## src/rtl/pong_packer.sv

```systemverilog
// Packs consecutive FIFO words into {hi, lo} packets with a zero-padding flush.
// Optional packet counter on out_count is enabled by defining PONG_PACKER_COUNT_EN.
module pong_packer #(
   parameter int unsigned WIDTH   = 32,
   parameter int unsigned COUNT_W = 16
) (
   input  logic               CLK,
   input  logic               RST,
   input  logic [WIDTH-1:0]   in_first,
   input  logic               in_first__RDY,
   input  logic               in_deq__RDY,
   output logic               in_deq__ENA,
   output logic [2*WIDTH-1:0] out_enq_v,
   input  logic               out_enq__RDY,
   output logic               out_enq__ENA,
   input  logic               flush__ENA,
   output logic               flush__RDY
`ifdef PONG_PACKER_COUNT_EN
   ,
   output logic [COUNT_W-1:0] out_count
`endif
);

   typedef enum logic [1:0] {S_LO, S_HI, S_OUT} state_t;

   state_t           state_q, state_d;
   logic [WIDTH-1:0] lo_q, lo_d;
   logic [WIDTH-1:0] hi_q, hi_d;
   logic             up_ok;

   assign up_ok        = in_first__RDY & in_deq__RDY;
   assign in_deq__ENA  = up_ok & ((state_q != S_OUT) | out_enq__RDY);
   assign out_enq__ENA = (state_q == S_OUT) & out_enq__RDY;
   assign out_enq_v    = {hi_q, lo_q};
   // A real word always wins over padding, so flush is withheld while one is available.
   assign flush__RDY   = (state_q == S_HI) & ~up_ok;

   always_comb begin
      state_d = state_q;
      lo_d    = lo_q;
      hi_d    = hi_q;
      case (state_q)
         S_LO: begin
            if (in_deq__ENA) begin
               lo_d    = in_first;
               state_d = S_HI;
            end
         end
         S_HI: begin
            if (in_deq__ENA) begin
               hi_d    = in_first;
               state_d = S_OUT;
            end else if (flush__ENA && flush__RDY) begin
               hi_d    = '0;
               state_d = S_OUT;
            end
         end
         S_OUT: begin
            // Dequeue here implies the packet leaves too; the new word starts the next pair.
            if (out_enq__ENA) begin
               if (in_deq__ENA) begin
                  lo_d    = in_first;
                  state_d = S_HI;
               end else begin
                  state_d = S_LO;
               end
            end
         end
         default: state_d = S_LO;
      endcase
   end

   always_ff @(posedge CLK) begin
      if (RST) begin
         state_q <= S_LO;
         lo_q    <= '0;
         hi_q    <= '0;
      end else begin
         state_q <= state_d;
         lo_q    <= lo_d;
         hi_q    <= hi_d;
      end
   end

`ifdef PONG_PACKER_COUNT_EN
   logic [COUNT_W-1:0] count_q, count_d;

   assign count_d   = out_enq__ENA ? count_q + 1'b1 : count_q;
   assign out_count = count_q;

   always_ff @(posedge CLK) begin
      if (RST) count_q <= '0;
      else     count_q <= count_d;
   end
`else
   if (COUNT_W == 0) begin : g_no_count
   end
`endif

endmodule
```

## config.mk

```make
export PLATFORM = sky130hd
export DESIGN_NAME = pong_packer
export DESIGN_NICKNAME = d
export VERILOG_FILES = /design/src/rtl/pong_packer.sv
export SDC_FILE = /design/constraint.sdc
export NUM_CORES = 1
export LEC_CHECK = 0
export CORE_MARGIN = 5
export CORE_UTILIZATION = 30
export DETAILED_ROUTE_END_ITERATION = 8
export PLACE_DENSITY = 0.65
export SYNTH_ARGS = -nofsm -noshare
export SYNTH_HDL_FRONTEND = slang
export SYNTH_SLANG_ARGS = --single-unit
```

## constraint.sdc

```tcl
create_clock -name CLK -period 1.5 [get_ports CLK]
set_clock_uncertainty 0.05 [all_clocks]
set_input_delay 0.3 -clock CLK [delete_from_list [all_inputs] [get_ports CLK]]
set_output_delay 0.3 -clock CLK [all_outputs]
set_load 0.05 [all_outputs]
```

== Word level (Yosys, flattened, before mapping) ==
Index checks and enable logic that the tools add are counted.

* Eq/ne operators: 6
* Muxes and demuxes: 11
* Bitwise operators: 6
* Reductions and logical operators: 7

{| class="wikitable"
|+ Operators with widths
! operator !! number
|-
| 2-to-1 mux 32 bit || 4
|-
| case mux 32 bit (2 select lines) || 1
|-
| 2-to-1 mux 2 bit || 4
|-
| inequality test 2 bit, second input constant || 3
|-
| case mux 2 bit (3 select lines) || 1
|-
| bitwise AND 1 bit || 4
|-
| AND reduction 2 bit || 2
|-
| nonzero test 2 bit || 2
|-
| inequality test 3 x 2 -> 1 bit, second input constant || 1
|-
| AND reduction 3 bit || 1
|-
| equality test 2 x 1 -> 1 bit, second input constant || 1
|-
| equality test 2 bit, second input constant || 1
|-
| logical NOT 2 bit || 1
|-
| logical AND 1 bit || 1
|-
| 2-to-1 mux 1 bit || 1
|-
| NOT 1 bit || 1
|-
| OR 1 bit || 1
|}

* Register bits: 66
* Input bits: 38
* Output and inout port bits: 67
* Word-level logic and storage cells: 33

== Depth between registers and ports, before layout ==
* Depth after elaboration: 7
* Gate-level depth with buffers: 4
* Gate-level depth less buffers: 3

== Least setup slack after synthesis ==
No wires, ideal clock.

* Path type: register to output
* From: register state_q[0]
* To: output flush__RDY
* Data arrival time: 1.282 ns
* Required time: 1.150 ns
* Path slack: -0.132 ns
* Stages on the path, launching flop included: 3
* Buffers on the path: 0
* Path through: dfxtp_1 nand2b_1 a21oi_1

* Cells in the longest elaborated chain, start to end: 2

{| class="wikitable"
|+ Ends and longest elaborated chain
! element !! line !! RTL
|-
| from (decl) || 26 || <nowiki>state_t state_q, state_d;</nowiki>
|-
| from (signal assigned) || 79 || <nowiki>state_q <= state_d;</nowiki>
|-
| equality test 2 x 1 -> 1 bit || 36 || <nowiki>assign flush__RDY = (state_q == S_HI) & ~up_ok;</nowiki>
|-
| bitwise AND 1 bit || 36 ||
|-
| to (decl) || 17 || <nowiki>output logic flush__RDY</nowiki>
|}

Every way passes these cells.

== Final worst setup path ==
* From: register state_q[1]
* To: output flush__RDY

The elaborated chain is that of the path after synthesis.

==> metrics.md <==
| Metric | Value |
|---|---|
| Status | `finished, violations left` |
| Failing checks | `setup timing` |
| ANT cells | `0` |
| Die Area | `slightly above 0.01 mm2` |
| Dpl cells | `432` |
| Max incr delay on CP | `0.36 ns` |
| Hpwl dp | `5080 um` |
| Clk root buf | `clkbuf_8` |
| Leakage | `approximately 1.8 nW` |
| Critical-path top delay cell | `dfxtp_4` |
| PD cells | `871 mW/mm2` |
| Io pins | `105` |
| Area growth syn-to-layout | `83.0%` |
| WHS | `around 0.45 ns` |
| Final Critical Period | `1.50 ns` |
| GR Overflow Total | `0` |
| Fin. Hold Viols | `0` |
| Drt drc | `0` |
| Critical Path End Type | `output pin` |
| Htree depth | `3` |
| Clock latency on the worst-skew pair | `0.33 ns` |
| RSZ-0062 raised after global routing | `yes` |
| Setup TNS | `-0.00216 ns` |
| Vias/cell | `between 4 and 5` |
| Avg WL per Cell | `around 15 um` |
| Sw Ratio | `0.276` |
| Final WL | `6850 um` |
| Global-route usage over all layers | `0.140` |
| Vias | `2065` |
| Setup-failing EPs final | `1` |
| CTS tree | `done` |
| RePlAce Congestion | `around 0.71` |
| VDD IR-drop max | `0.462 mV` |
| CTS clk-pin slew, worst paths | `0.07 ns` |
| Syn Inst Count | `226` |
| I/O Buffers | `104` |
| Final non-filler cell total | `between 400 and 500` |
| Drt first pass iters | `4` |
| CTS buffer count | `9` |
| Largest net degree at the start of global routing | `35` |
| CP cell instances | `nand2b_4 -> a21oi_4 -> buf_12` |
| Worst Tran Pin Value | `about 0.28 ns` |
| Critical path data arrival time | `1.15 ns` |
| Die Y | `102 um` |
| Fraction of layout cells with a size suffix above 1 | `0.316` |
| DP Worst Slack | `-0.399 ns` |
| Distinct cells, synth | `17` |
| Die width | `102 um` |
| CP Launch Type | `flip-flop` |
| Critical Path Start | `state_q[1]` |
| Sw Pwr | `0.00112 W` |
| Initial antenna violation count | `0` |
| Syn Nets | `~260` |
| Final Net Count | `379` |
| Vias in the first global route | `2206` |
| Yosys warnings | `0` |
| Min-delay worst type | `in2reg` |
| Setup CP Type | `reg2out` |
| DRT iter0 DRCs | `39` |
| Syn Std Cell Area | `0.00254 mm2` |
| Int Pwr | `0.00293 W` |
| Part of the cycle the worst path needs | `1.00` |
| Max Clk Rate | `666 MHz` |
| Worst Hold Launch | `RST` |
| Worst Path Required | `about 1.2 ns` |
| Clock network power share | `0.330` |
| Syn_area_per_cell | `11.2 um2` |
| Sequential area share after synthesis | `0.521` |
| Buffer depth of the longest clock path | `2` |
| Final cell utilization of the core | `0.565` |
| Reg-to-reg startpoint | `state_q[1]` |
| Logic pwr share | `0.205` |
| Initial Util | `0.309` |
| Max cap viols | `0` |
| Max-slew violations | `0` |
| Global-route wire length before repair | `11200 um` |
| TritonCTS sink count | `66` |
| DRT antenna net count | `0` |
| Max Fanout on Critical Path | `6` |
| Final setup margin | `-0.00216 ns` |
| Core area | `0.00822 mm2` |
| Synth Register Bits | `66` |
| Rows | `33` |
| Relative slew slack | `0.816` |
| Flop pwr share | `0.465` |
[power groups by stage]
stage               clock network [W]  logic (W)  registers (W)
CTS                           0.00140   0.000838        0.00188
global route                  0.00150   0.000873        0.00189
global placement                    0   0.000816        0.00192
detailed placement                  0   0.000826        0.00192
finish                        0.00134   0.000829        0.00188
floorplan                           0   0.000203        0.00208
[metal layers]
metal / global-route usage / vias up / routed length (um)
met4: 0.0636 / 0 / 153
met5: 0 / - / 0
met1: 0.168 / 969 / 2940
met2: 0.219 / 74 / 3160
li1: - / 1008 / -
met3: 0.0587 / 14 / 595
[cell families (layout without fill, tap and decap cells)]
group / after synthesis / after routing / share of synthesized area
AO/OA/AOI/OAI: 38 / 38 / 0.126
multiplexers: 32 / 32 / 0.126
buffers and inverters: 16 / 135 / 0.0414
flip-flops: 66 / 66 / 0.521
AND/OR/NAND/NOR: 74 / 74 / 0.185
[timing repair]
action	CTS	global route
buffers inserted	3	0
gates cloned	0	0
endpoints found under the setup margin	19	3
hold buffers	0	0
resized for setup	13	2
pin swaps	1	0
[critical path, delay by kind of cell, from the launching register on]
kind                   cells  cell delay, ns
and+or+nand+nor            1            0.15
DFF                        1            0.36
buffers and inverters      1            0.15
AOI/OAI and AO/OA          1            0.15
[flip-flops by register name, indices dropped and copies added (netlist names)]
signal and cells:
hi_q 32, state_q 2, lo_q 32
[synthesized netlist by cell type]
library cell / n / area [um2]
nor3_4: 1 / 16.3
buf_4: 6 / 45.0
nor3_2: 1 / 10.0
o21ba_2: 1 / 10.0
buf_6: 3 / 33.8
a22o_1: 32 / 280
nand2_1: 1 / 3.75
nand2b_1: 65 / 407
dfxtp_1: 66 / 1320
a22oi_1: 1 / 7.51
nor2b_1: 2 / 12.5
mux2i_1: 32 / 320
and3b_1: 1 / 8.76
clkbuf_1: 7 / 26.3
a21o_1: 1 / 7.51
nor2_1: 3 / 11.3
a21oi_1: 3 / 15.0
[layout by cell type (no fill, tap or decap), types with 2 or more instances in the layout]
cell | Yosys | layout
clkbuf_8 | 0 | 11
buf_12 | 0 | 69
buf_4 | 6 | 14
clkdlybuf4s50_1 | 0 | 33
a22o_1 | 32 | 32
dfxtp_4 | 0 | 2
clkbuf_1 | 7 | 2
a21oi_4 | 0 | 2
nor3_4 | 1 | 2
dfxtp_1 | 66 | 64
mux2i_1 | 32 | 32
dlygate4sd2_1 | 0 | 3
nand2b_1 | 65 | 64
nor2b_1 | 2 | 2
nor2_1 | 3 | 2
[final cells by class]
class	instances	area, um2
fill	703	3580
timing repair buffer	120	1850
sequential	66	1330
multi-input combinational	144	1160
clock buffer	13	159
tap	105	131
clock inverter	2	12.5
[path summary, 6_finish.rpt]
kind           endpoint  slack [ns]  cells after the start
max          flush__RDY      -0.002                      3
min          state_q[1]        0.45                      3
max reg2reg    hi_q[23]        0.10                      5
min reg2reg    lo_q[29]        0.46                      2
[metrics by stage]
| step | total power, W | instance area [um2] |
|---|---|---|
| 3_3_place_gp | 0.00273 | 4410 |
| 3_5_place_dp | 0.00275 | 4410 |
| 4_1_cts | 0.00412 | 4630 |
| 6_report | 0.00404 | 4640 |
| 5_1_grt | 0.00426 | 4640 |
| 2_1_floorplan | 0.00229 | 2540 |
(Power assumes the default switching activity.)
==> RTL edit 1 (same settings) <==
Take the reset off `lo_q` and load it in a clocked block of its own.
--- a/src/rtl/pong_packer.sv
+++ b/src/rtl/pong_packer.sv
@@ -75,3 +75,2 @@
          state_q <= S_LO;
-         lo_q    <= '0;
          hi_q    <= '0;
@@ -79,5 +78,8 @@
          state_q <= state_d;
-         lo_q    <= lo_d;
          hi_q    <= hi_d;
       end
+   end
+
+   always_ff @(posedge CLK) begin
+      lo_q <= lo_d;
    end
Behaviour: not the same (Yosys sat finds a counterexample within 4 cycles, from zero or initial values and one cycle with RST high).
==> RTL edit 1 against the unedited design <==
Final area is 5.7% lower. Highest routed layer unchanged. Cell count is 9.8% lower. Critical path depth stayed put. Area after synthesis is 12% lower. Die area is 10% lower. Power is 0.83% higher. Routed wire length is 7.9% lower. Setup slack better by 0.038 ns. Count of clock-buffer cells in the layout is 1 lower. Sequential cell count stayed put.
==> RTL edit 1: results (changes against the unedited design) <==
| Result | Reported | Unit | Change |
|---|---|---|---|
| Post-CTS setup repair buffer count | 1 | - | -2 |
| Compound-gate portion of the synthesized area | 16.0 | % | +3.3 points |
| Relative max-transition margin | 84.8 | % | +3.3 points |
| Number of nets in the layout | 341 | - | -10% |
| Routed wire length on met3 | 507 | um | -15% |
| Multiplexer area fraction after synthesis | 0 | % | -13 points |
| Outcome | finished, final reports clean | - |  |
| Number of flops mapped to enable cells by yosys | 32 | - | +32 |
| Layout cell share with drive strength beyond 1 | 33.6 | % | +2.0 points |
| Vias in the first global route | 1846 | - | -16% |
| Post-placement cell count | 389 | - | -10% |
| Routed via count | 1856 | - | -10% |
| Detail Route met2 WL | 3180 | um | +0.60% |
| Met1 capacity usage during global routing | 17.2 | % | +0.43 points |
| Most instantiated cells after synthesis | sky130_fd_sc_hd__a21oi_1, sky130_fd_sc_hd__dfxtp_1, sky130_fd_sc_hd__nand2_1 | - |  |
| Gate count of the mapped netlist | 190 | - | -16% |
| Number of gates given a new drive strength after cts | 9 | - | -4 |
| Number of nets produced by synthesis | 228 | - | -14% |
| Global-route total usage across every layer | 14.3 | % | +0.34 points |
| Worst ir drop on vdd | 0.401 | mV | -13% |
| Standby leakage power | 0.00159 | uW | -12% |
| Design Area, Final | 0.00437 | sq mm | -5.7% |
| Crit path max-delay cell type | sky130_fd_sc_hd__dfxtp_2 | - |  |
| Met2 usage | 23.1 | % | +1.2 points |
| Sequential area share after synthesis | 73.2 | % | +21 points |
| Gpl congestion | 0.718 | - | +0.76% |
| Routed WL per cell | 15.5 | um | +2.1% |
| Hold Crit Class | reg -> reg | - |  |
| Post-placement cell area | 0.00416 | sq mm | -5.8% |
| Count of unique library cells instantiated by Yosys | 20 | - | +3 |
| Drt first-iter violations | 63 | - | +62% |
| Data arrival at the endpoint of the critical path | 1.11 | ns | -0.04 ns |
[RTL edit 1: power groups by stage]
stage / logic, uW / clock network [uW] / registers, uW
CTS: 665 / 1460 / 2000
finish: 660 / 1420 / 2000
floorplan: 98.4 / 0 / 2190
global placement: 652 / 0 / 2040
global route: 692 / 1550 / 2000
detailed placement: 662 / 0 / 2040
[RTL edit 1: worst paths after layout]
path                           start                    to  slack, ns  cells after the start
min reg2reg     hi_q[9]$_SDFFE_PP0P_  hi_q[9]$_SDFFE_PP0P_       0.46                      2
max reg2reg  state_q[0]$_SDFFE_PP0P_    lo_q[24]$_DFFE_PP_       0.16                      3
max          state_q[1]$_SDFFE_PP0P_            flush__RDY       0.04                      3
min             hi_q[9]$_SDFFE_PP0P_  hi_q[9]$_SDFFE_PP0P_       0.46                      2
[RTL edit 1: area by class of cell]
type / count / share of cell area (%)
clock inverters: 3 / 0.915
clock buffers: 12 / 3.32
flip-flops and latches: 66 / 37.6
well taps: 99 / 2.83
repair buffers: 116 / 42.0
multi-input cells: 110 / 13.3
==> RTL edit 2 (same settings) <==
Made on the original files. Set the parameter `WIDTH` to 16 (it was 32).
--- a/src/rtl/pong_packer.sv
+++ b/src/rtl/pong_packer.sv
@@ -3,3 +3,3 @@
 module pong_packer #(
-   parameter int unsigned WIDTH   = 32,
+   parameter int unsigned WIDTH   = 16,
    parameter int unsigned COUNT_W = 16
Ports: changed (resized in_first and out_enq_v); port bits go from 105 to 57. The function was not compared with the original's and may differ.
==> RTL edit 2 against the unedited design <==
Core utilization is 0.98 points higher. Power fell by 48%. Sequential cell count shrank 32. Setup slack improved by 0.062 ns. Routed wire length down 45%. Final area down 45%. Area after synthesis shrank 45%. Largest cell class unchanged.
==> RTL edit 2: results (changes against the unedited design) <==
| Result | Reported | Unit | Change |
|---|---|---|---|
| Insertion delay of the later-clocked pin in the worst-skew pair | 0.28 | ns | -0.05 ns |
| Post-CTS setup repair buffer count | 1 | - | -2 |
| Total of buffers placed on input and output ports | 56 | - | -46% |
| Outcome | finished, final reports clean | - |  |
| Compound-gate portion of the synthesized area | 13.4 | % | +0.74 points |
| Data arrival at the endpoint of the critical path | 1.09 | ns | -0.06 ns |
| Count of unique library cells instantiated by Yosys | 22 | - | +5 |
| Multiplexer area fraction after synthesis | 11.6 | % | -1.1 points |
| End of the worst register-to-register path | lo_q[12]$_SDFFE_PP0P_ | - |  |
| Wire length on met1 | 1460 | um | -51% |
| H-Tree Level Count | 2 | - | -1 |
| Post-placement cell area | 0.00242 | sq mm | -45% |
| Gate count of the mapped netlist | 121 | - | -46% |
| Sequential area share after synthesis | 49.1 | % | -3.0 points |
| Filler cell count in the final layout | 368 | - | -48% |
| Design Area, Final | 0.00254 | sq mm | -45% |
| Worst Tran Pin Value | 0.282 | ns | +0.00594 ns |
| Routed wire length on met3 | 248 | um | -58% |
| Global-route total usage across every layer | 12.8 | % | -1.1 points |
| Vias in the first global route | 1210 | - | -45% |
| Switching power total | 567 | uW | -49% |
| Worst ir drop on vdd | 0.509 | mV | +10% |
| Number of nets produced by synthesis | 143 | - | -46% |
| Met2 usage | 21.4 | % | -0.56 points |
| Sequential share of power | 45.9 | % | -0.6 points |
| Detail Route met2 WL | 1970 | um | -38% |
| Maximum number of pins on one net before global-route repair | 18 | - | -49% |
## RTL edit 2: changes by cell type after synthesis, sizes merged, moves of 6 or more
| cell | delta |
|---|---|
| or2b | +12 |
| nand2b | -44 |
| dfxtp | -32 |
| mux2i | -16 |
| buf | -6 |
| a22o | -16 |
## RTL edit 2: stage by stage
| stage | hold WS (ns) | setup slack (ns) | power [uW] |
|---|---|---|---|
| after CTS | 0.467 | 0.00416 | 2140 |
| final | 0.460 | 0.0594 | 2120 |
| after detailed placement | 0.455 | -0.255 | 1450 |
| after global routing | 0.496 | 0.0235 | 2200 |
| after global placement | 0.443 | -0.172 | 1440 |
| after floorplan | 0.383 | 0.133 | 1200 |
## RTL edit 2: layout make-up
| cell class | count | share of cell area [%] |
|---|---|---|
| clock buffer | 7 | 3.40 |
| clock inverter | 1 | 0.197 |
| multi-input combinational | 80 | 26.9 |
| sequential | 34 | 27.0 |
| tap | 52 | 2.57 |
| timing repair buffer | 65 | 39.9 |
